`src/rtl/vector_merge_sequencer.sv`:
```
// rtl/vector_merge_sequencer.sv - sequences vmerge.v*m beats between the VRF and the merge unit
module vector_merge_sequencer #(
  parameter int VLEN     = 512,
  parameter int BEATS    = VLEN / 64,
  parameter int VL_WIDTH = $clog2(VLEN / 8) + 1,
  localparam int BW      = (BEATS > 1) ? $clog2(BEATS) : 1
) (
  input  logic                clock,
  input  logic                reset_n,
  input  logic                issue_valid,
  output logic                issue_ready,
  input  logic [4:0]          issue_vd,
  input  logic [4:0]          issue_vs1,
  input  logic [4:0]          issue_vs2,
  input  logic [1:0]          issue_sew,
  input  logic [VL_WIDTH-1:0] issue_vl,
  output logic                vrf_read_enable,
  output logic [4:0]          vrf_read_address_a,
  output logic [4:0]          vrf_read_address_b,
  output logic [BW-1:0]       vrf_read_beat,
  input  logic [63:0]         vrf_read_data_a,
  input  logic [63:0]         vrf_read_data_b,
  output logic [1:0]          merge_sew,
  output logic [63:0]         merge_vs1,
  output logic [63:0]         merge_vs2,
  output logic [63:0]         merge_v0,
  input  logic [63:0]         merge_vd,
  output logic                vrf_write_enable,
  output logic [4:0]          vrf_write_address,
  output logic [BW-1:0]       vrf_write_beat,
  output logic [63:0]         vrf_write_data,
  output logic [7:0]          vrf_write_byte_enable,
  output logic                busy,
  output logic                done
);

  typedef enum logic [2:0] {
    S_IDLE, S_MASK_READ, S_MASK_CAPTURE, S_BEAT_READ, S_BEAT_WRITE, S_DONE
  } state_e;

  state_e              state_q, state_d;
  logic [4:0]          vd_q, vd_d, vs1_q, vs1_d, vs2_q, vs2_d;
  logic [1:0]          sew_q, sew_d;
  logic [VL_WIDTH-1:0] vl_q, vl_d;
  logic [63:0]         mask_q, mask_d;
  logic [BW-1:0]       beat_q, beat_d;
  logic                wr_en_q, wr_en_d;
  logic [4:0]          wr_addr_q, wr_addr_d;
  logic [BW-1:0]       wr_beat_q, wr_beat_d;
  logic [63:0]         wr_data_q, wr_data_d;
  logic [7:0]          wr_be_q, wr_be_d;

  // 8-bit working arithmetic: every count here is at most VLEN/8 = 64
  logic [7:0] vl8, e8, nb8, last_elems8, last_bytes8, shift8, vlmax8, in_vl8;
  logic [7:0] be_last;
  logic       last_beat;

  // Per-instruction geometry derived from the latched sew/vl
  always_comb begin
    vl8         = 8'(vl_q);
    e8          = 8'd8 >> sew_q;
    nb8         = (vl8 + e8 - 8'd1) >> (2'd3 - sew_q);
    last_elems8 = vl8 - (nb8 - 8'd1) * e8;
    last_bytes8 = last_elems8 << sew_q;
    be_last     = 8'hFF >> (8'd8 - last_bytes8);
    shift8      = 8'(beat_q) * e8;
    last_beat   = (8'(beat_q) == (nb8 - 8'd1));
    vlmax8      = 8'(VLEN / 8) >> issue_sew;
    in_vl8      = 8'(issue_vl);
  end

  // Next-state logic and combinational outputs of the sequencing FSM
  always_comb begin
    state_d            = state_q;
    vd_d               = vd_q;
    vs1_d              = vs1_q;
    vs2_d              = vs2_q;
    sew_d              = sew_q;
    vl_d               = vl_q;
    mask_d             = mask_q;
    beat_d             = beat_q;
    wr_en_d            = 1'b0;
    wr_addr_d          = 5'd0;
    wr_beat_d          = '0;
    wr_data_d          = 64'd0;
    wr_be_d            = 8'd0;
    issue_ready        = 1'b0;
    vrf_read_enable    = 1'b0;
    vrf_read_address_a = 5'd0;
    vrf_read_address_b = 5'd0;
    vrf_read_beat      = '0;
    merge_sew          = 2'd0;
    merge_vs1          = 64'd0;
    merge_vs2          = 64'd0;
    merge_v0           = 64'd0;
    busy               = (state_q != S_IDLE);
    done               = 1'b0;
    case (state_q)
      S_IDLE: begin
        issue_ready = 1'b1;
        if (issue_valid) begin
          vd_d    = issue_vd;
          vs1_d   = issue_vs1;
          vs2_d   = issue_vs2;
          sew_d   = issue_sew;
          vl_d    = VL_WIDTH'((in_vl8 > vlmax8) ? vlmax8 : in_vl8);
          state_d = S_MASK_READ;
        end
      end
      S_MASK_READ: begin
        // An empty instruction retires without touching the VRF
        if (vl_q == '0) begin
          state_d = S_DONE;
        end else begin
          vrf_read_enable = 1'b1;
          state_d         = S_MASK_CAPTURE;
        end
      end
      S_MASK_CAPTURE: begin
        mask_d  = vrf_read_data_a;
        beat_d  = '0;
        state_d = S_BEAT_READ;
      end
      S_BEAT_READ: begin
        vrf_read_enable    = 1'b1;
        vrf_read_address_a = vs1_q;
        vrf_read_address_b = vs2_q;
        vrf_read_beat      = beat_q;
        state_d            = S_BEAT_WRITE;
      end
      S_BEAT_WRITE: begin
        merge_sew = sew_q;
        merge_vs1 = vrf_read_data_a;
        merge_vs2 = vrf_read_data_b;
        merge_v0  = mask_q >> shift8;
        wr_en_d   = 1'b1;
        wr_addr_d = vd_q;
        wr_beat_d = beat_q;
        wr_data_d = merge_vd;
        wr_be_d   = last_beat ? be_last : 8'hFF;
        beat_d    = beat_q + BW'(1);
        state_d   = last_beat ? S_DONE : S_BEAT_READ;
      end
      S_DONE: begin
        done    = 1'b1;
        state_d = S_IDLE;
      end
      default: state_d = S_IDLE;
    endcase
  end

  // State, latched instruction fields and the registered write port
  always_ff @(posedge clock or negedge reset_n) begin
    if (!reset_n) begin
      state_q   <= S_IDLE;
      vd_q      <= 5'd0;
      vs1_q     <= 5'd0;
      vs2_q     <= 5'd0;
      sew_q     <= 2'd0;
      vl_q      <= '0;
      mask_q    <= 64'd0;
      beat_q    <= '0;
      wr_en_q   <= 1'b0;
      wr_addr_q <= 5'd0;
      wr_beat_q <= '0;
      wr_data_q <= 64'd0;
      wr_be_q   <= 8'd0;
    end else begin
      state_q   <= state_d;
      vd_q      <= vd_d;
      vs1_q     <= vs1_d;
      vs2_q     <= vs2_d;
      sew_q     <= sew_d;
      vl_q      <= vl_d;
      mask_q    <= mask_d;
      beat_q    <= beat_d;
      wr_en_q   <= wr_en_d;
      wr_addr_q <= wr_addr_d;
      wr_beat_q <= wr_beat_d;
      wr_data_q <= wr_data_d;
      wr_be_q   <= wr_be_d;
    end
  end

  assign vrf_write_enable      = wr_en_q;
  assign vrf_write_address     = wr_addr_q;
  assign vrf_write_beat        = wr_beat_q;
  assign vrf_write_data        = wr_data_q;
  assign vrf_write_byte_enable = wr_be_q;

endmodule

```
`config.mk`:
```
export PLATFORM = sky130hd
export DESIGN_NAME = vector_merge_sequencer
export DESIGN_NICKNAME = d
export VERILOG_FILES = /design/src/rtl/vector_merge_sequencer.sv
export SDC_FILE = /design/constraint.sdc
export NUM_CORES = 1
export LEC_CHECK = 0
export ABC_AREA = 1
export BUFFER_PORTS_ARGS = -buffer_cell sky130_fd_sc_hd__buf_2
export CAP_MARGIN = 10
export CORE_AREA = 2 2 198 200
export DETAILED_ROUTE_END_ITERATION = 8
export DIE_AREA = 0 0 200 202
export GPL_TIMING_DRIVEN = 0
export SETUP_SLACK_MARGIN = 0.1
export SLEW_MARGIN = 40
export SYNTH_ARGS = -nofsm -noshare
export SYNTH_HDL_FRONTEND = slang
export SYNTH_SLANG_ARGS = --single-unit
```
`constraint.sdc`:
```
create_clock -name clock -period 6.5 [get_ports clock]
set_clock_uncertainty 0.05 [all_clocks]
set_input_delay 0.65 -clock clock [delete_from_list [all_inputs] [get_ports clock]]
set_output_delay 0.65 -clock clock [all_outputs]
set_load 0.03 [all_outputs]
```
==> impl_metrics.tcl <==
set metrics [dict create \
    peakVddDrop_uv 196 \
    synth_xor_area_share_pct 1.31 \
    p_per_area_mw_per_mm2 143 \
    hp-class "in -> async" \
    pwr-share-clk_pct 40.3 \
    synth_area_mm2 0.0134 \
    status "completed" \
    start_kind "flip-flop" \
    setup-tns-final_ns 0 \
    max-slew-margin-rel_pct 44.5 \
    hpwl_um 47700 \
    rrSetupSlack_ns 0.01 \
    p_int_uw 1830 \
    clock-sinks 175 \
    cellLeakagePower_uw 0.0107 \
    fillCellCount 4027 \
    ys_warn_count 0 \
    vias 15200 \
    final-seq-area_mm2 0.00438 \
    synth_nets 2292 \
    synth_top_family_by_area "simple AND/OR/NAND/NOR gates" \
    r2r-end "vrf_write_byte_enable[1]" \
    async_flop_share_pct 100 \
    fin_crit_ns 6.49 \
    clk_pin_slew_ns 0.07 \
    critPathMaxStageDelay_ns 0.48 \
    p_switching_uw 773 \
    numCtsBuffers 17 \
    routed-wl-met3_um 4460 \
    wl_um 57700 \
    tightest_slew_ns 0.833 \
    grt.overflow.total 0 \
    hold_ws_ns 0.0679 \
    ys.flop_type "dfrtp_1" \
    synthCells 2007 \
    clk_latency_ns 0.44 \
    arrival_ns 6.80 \
    num_rows 72 \
    grt_usage_pct 27.8 \
    fin_util_pct 47.5 \
    synthDistinctLibCells 45 \
    synth_compound_area_share_pct 13.2 \
    synthMuxAreaShare_pct 7.03 \
    fin_area_mm2 0.0182 \
    min_period_over_period_pct 99.8 \
    reg2reg_from "sew_q[0]" \
    grt_max_degree 60 \
    core_mm2 0.0383 \
    finalSetupViolCount 0 \
    crit_type "reg -> reg" \
    diodes 0 \
    finalHoldViolCount 0 \
    wl_met2_um 26500 \
    die-area_mm2 0.0404 \
    nets 2867 \
    dp_worst_setup_slack_ns -1.09 \
    start_util_pct 35.0 \
    layout-drive-gt1-share_pct 28.2 \
    reg2reg_depth 40 \
    multi_input_area_mm2 0.00777 \
    clk_path_buf_depth 2 \
    worst_setup_path_end_kind "flip-flop" \
    cts-root-buf "clkbuf_16" \
    drv_slew 0 \
    antenna_found_initial 2 \
    holdBufCountCts 0 \
    ant_nets 0 \
    drv_cap 0 \
    synth_fa_ha_area_share_pct 7.12 \
    firstDrtPassIters 5 \
    grt_pass1_wl_um 84300 \
    cts.htree.levels 4 \
    drt-vias-per-instance 4.88 \
    crit_slowest_cell "fa_1" \
    drtIter0Drc 1099 \
    drt-met1-wl_um 23500 \
    drc 0 \
    fmax_ghz 0.154 \
    path_common_cell "buf_4" \
    yosys.area_share.simple_pct 25.3 \
    switching_share_pct 29.7 \
    place_area_mm2 0.0167 \
    seqPwrFrac_pct 43.3 \
    areaGrowthSynthToFinish_pct 35.9 \
    rsz0062_at_grt "true" \
    die_y_um 202 \
    p_comb_share_pct 16.5 \
    ys_seq_area_share_pct 32.7 \
    cts_tree "yes" \
    top_layer_used "met5" \
    avgRoutedWirePerCell_um 18.5 \
    die_w_um 200 \
    synth-edff-count 0 \
    port_buffers 510 \
    crit_fanout 4 \
    cp-endpoint "vrf_write_byte_enable[1]" \
    grt_pass1_vias 14700 \
    cp_data_required_time_ns 6.81 \
    critPathLaunch "sew_q[0]" \
    avgSynthCellArea_um2 6.67 \
    routabilityCongestion 0.952 \
    timing.final.ws_setup_ns 0.0100 \
    io_pins 511 \
    synth_seq_cells 175 \
]
==> worst max-delay path, delay by kind of cell (launching register included) <==
family                     cells  cell delay, ns
AOI/OAI and AO/OA              6            0.98
xor gates and xnor gates       2            0.31
adders and majority gates      8            2.26
buffers and inverters         13            1.30
DFF                            1            0.45
and+or+nand+nor               11            1.03
==> repair_timing <==
item	4_1_cts	5_1_grt
setup buffers	32	12
endpoints found under the hold margin	0	0
gates resized for setup	91	63
gates cloned	0	0
endpoints found under the setup margin	8	8
pin swaps	53	40
==> cells in the mapped netlist (9+ instances only) <==
cell type	count	area, um^2
clkbuf_1	79	297
o211ai_1	11	82.6
xnor2_1	12	105
o21ai_0	218	1090
nand2_1	419	1570
nand3_1	62	310
a21oi_1	30	150
inv_2	11	41.3
fa_1	17	340
buf_2	9	45.0
dfrtp_1	175	4380
mux2i_1	94	941
nand4_1	10	62.6
o22ai_1	15	93.8
inv_1	343	1290
ha_1	49	613
buf_1	22	82.6
nor2_1	336	1260
o21ai_1	35	175
==> metal layers <==
layer / GRT usage [%] / vias to the layer above
li1: - / 7365
met1: 35.2 / 7101
met2: 44.1 / 623
met3: 6.21 / 105
met4: 15.1 / 2
met5: 0 / -
==> cells by family after synthesis <==
| group | Yosys count |
|---|---|
| xor gates and xnor gates | 20 |
| AOI/OAI and AO/OA | 330 |
| DFF | 175 |
| and+or+nand+nor | 853 |
| muxes | 94 |
| adders and majority gates | 66 |
| buffers and inverters | 469 |
==> worst min path at each step <==
stage                     slack, ns                    to  cells after the start
after floorplan                0.30             beat_q[0]                      0
after global placement         0.42             mask_q[9]                      2
after detailed placement       0.43             mask_q[9]                      2
after CTS                      0.08  vrf_write_address[1]                      1
after global routing           0.10               vd_q[1]                      1
final                          0.07  vrf_write_address[1]                      1
==> final cells by class <==
| class | instances | share of cell area, % |
|---|---|---|
| clock buffer | 19 | 2.38 |
| clock inverter | 13 | 0.833 |
| buffer | 111 | 2.66 |
| tap | 518 | 3.56 |
| sequential | 175 | 24.1 |
| timing repair buffer | 556 | 16.3 |
| multi-input combinational | 1363 | 42.8 |
| inverter | 358 | 7.44 |
==> per-stage QoR <==
step | instances | total power (uW)
after detailed placement | 3037 | 1580
after global placement | 3035 | 1570
after CTS | 3101 | 2630
after floorplan | 2007 | 1380
after global routing | 3113 | 2710
final | 3113 | 2600
==> power by group through the flow <==
stage / Clock, uW / Sequential [uW] / Combinational (uW)
2_1_floorplan: 0 / 1140 / 233
3_3_place_gp: 0 / 1150 / 419
3_5_place_dp: 0 / 1150 / 428
4_1_cts: 1070 / 1130 / 430
5_1_grt: 1110 / 1130 / 471
6_report: 1050 / 1130 / 429
==> layout by cell type (no fill, tap or decap), types with 4 or more instances in the layout <==
cell / instances
ha_1: 38
clkbuf_1: 79
xor2_1: 7
inv_6: 4
xnor2_2: 4
o21ai_2: 11
mux2i_1: 94
o32ai_1: 5
ha_4: 11
buf_2: 516
nor3_1: 8
nand3_2: 14
inv_4: 4
o22ai_1: 15
clkbuf_16: 18
or2_1: 4
nand2_1: 388
nor2_4: 10
nand2_2: 29
fa_1: 16
a21oi_2: 6
nand3_1: 49
inv_2: 23
o211ai_1: 11
a21oi_1: 24
nand2_4: 4
nor2_2: 7
o21ai_0: 216
o21ai_1: 26
buf_4: 42
buf_8: 4
nand4_1: 10
buf_1: 22
dfrtp_1: 174
xnor2_1: 8
nor2_1: 321
inv_1: 328
==> flip-flops by register name, summed over array words and instances (netlist names) <==
signal                 flops
vrf_write_byte_enable      8
vrf_write_data            64
vrf_write_address          5
vs2_q                      5
beat_q                     3
mask_q                    64
vrf_write_beat             3
vd_q                       5
vs1_q                      5
vl_q                       7
vrf_write_enable           1
sew_q                      2
state_q                    3
(Power assumes the default switching activity.)
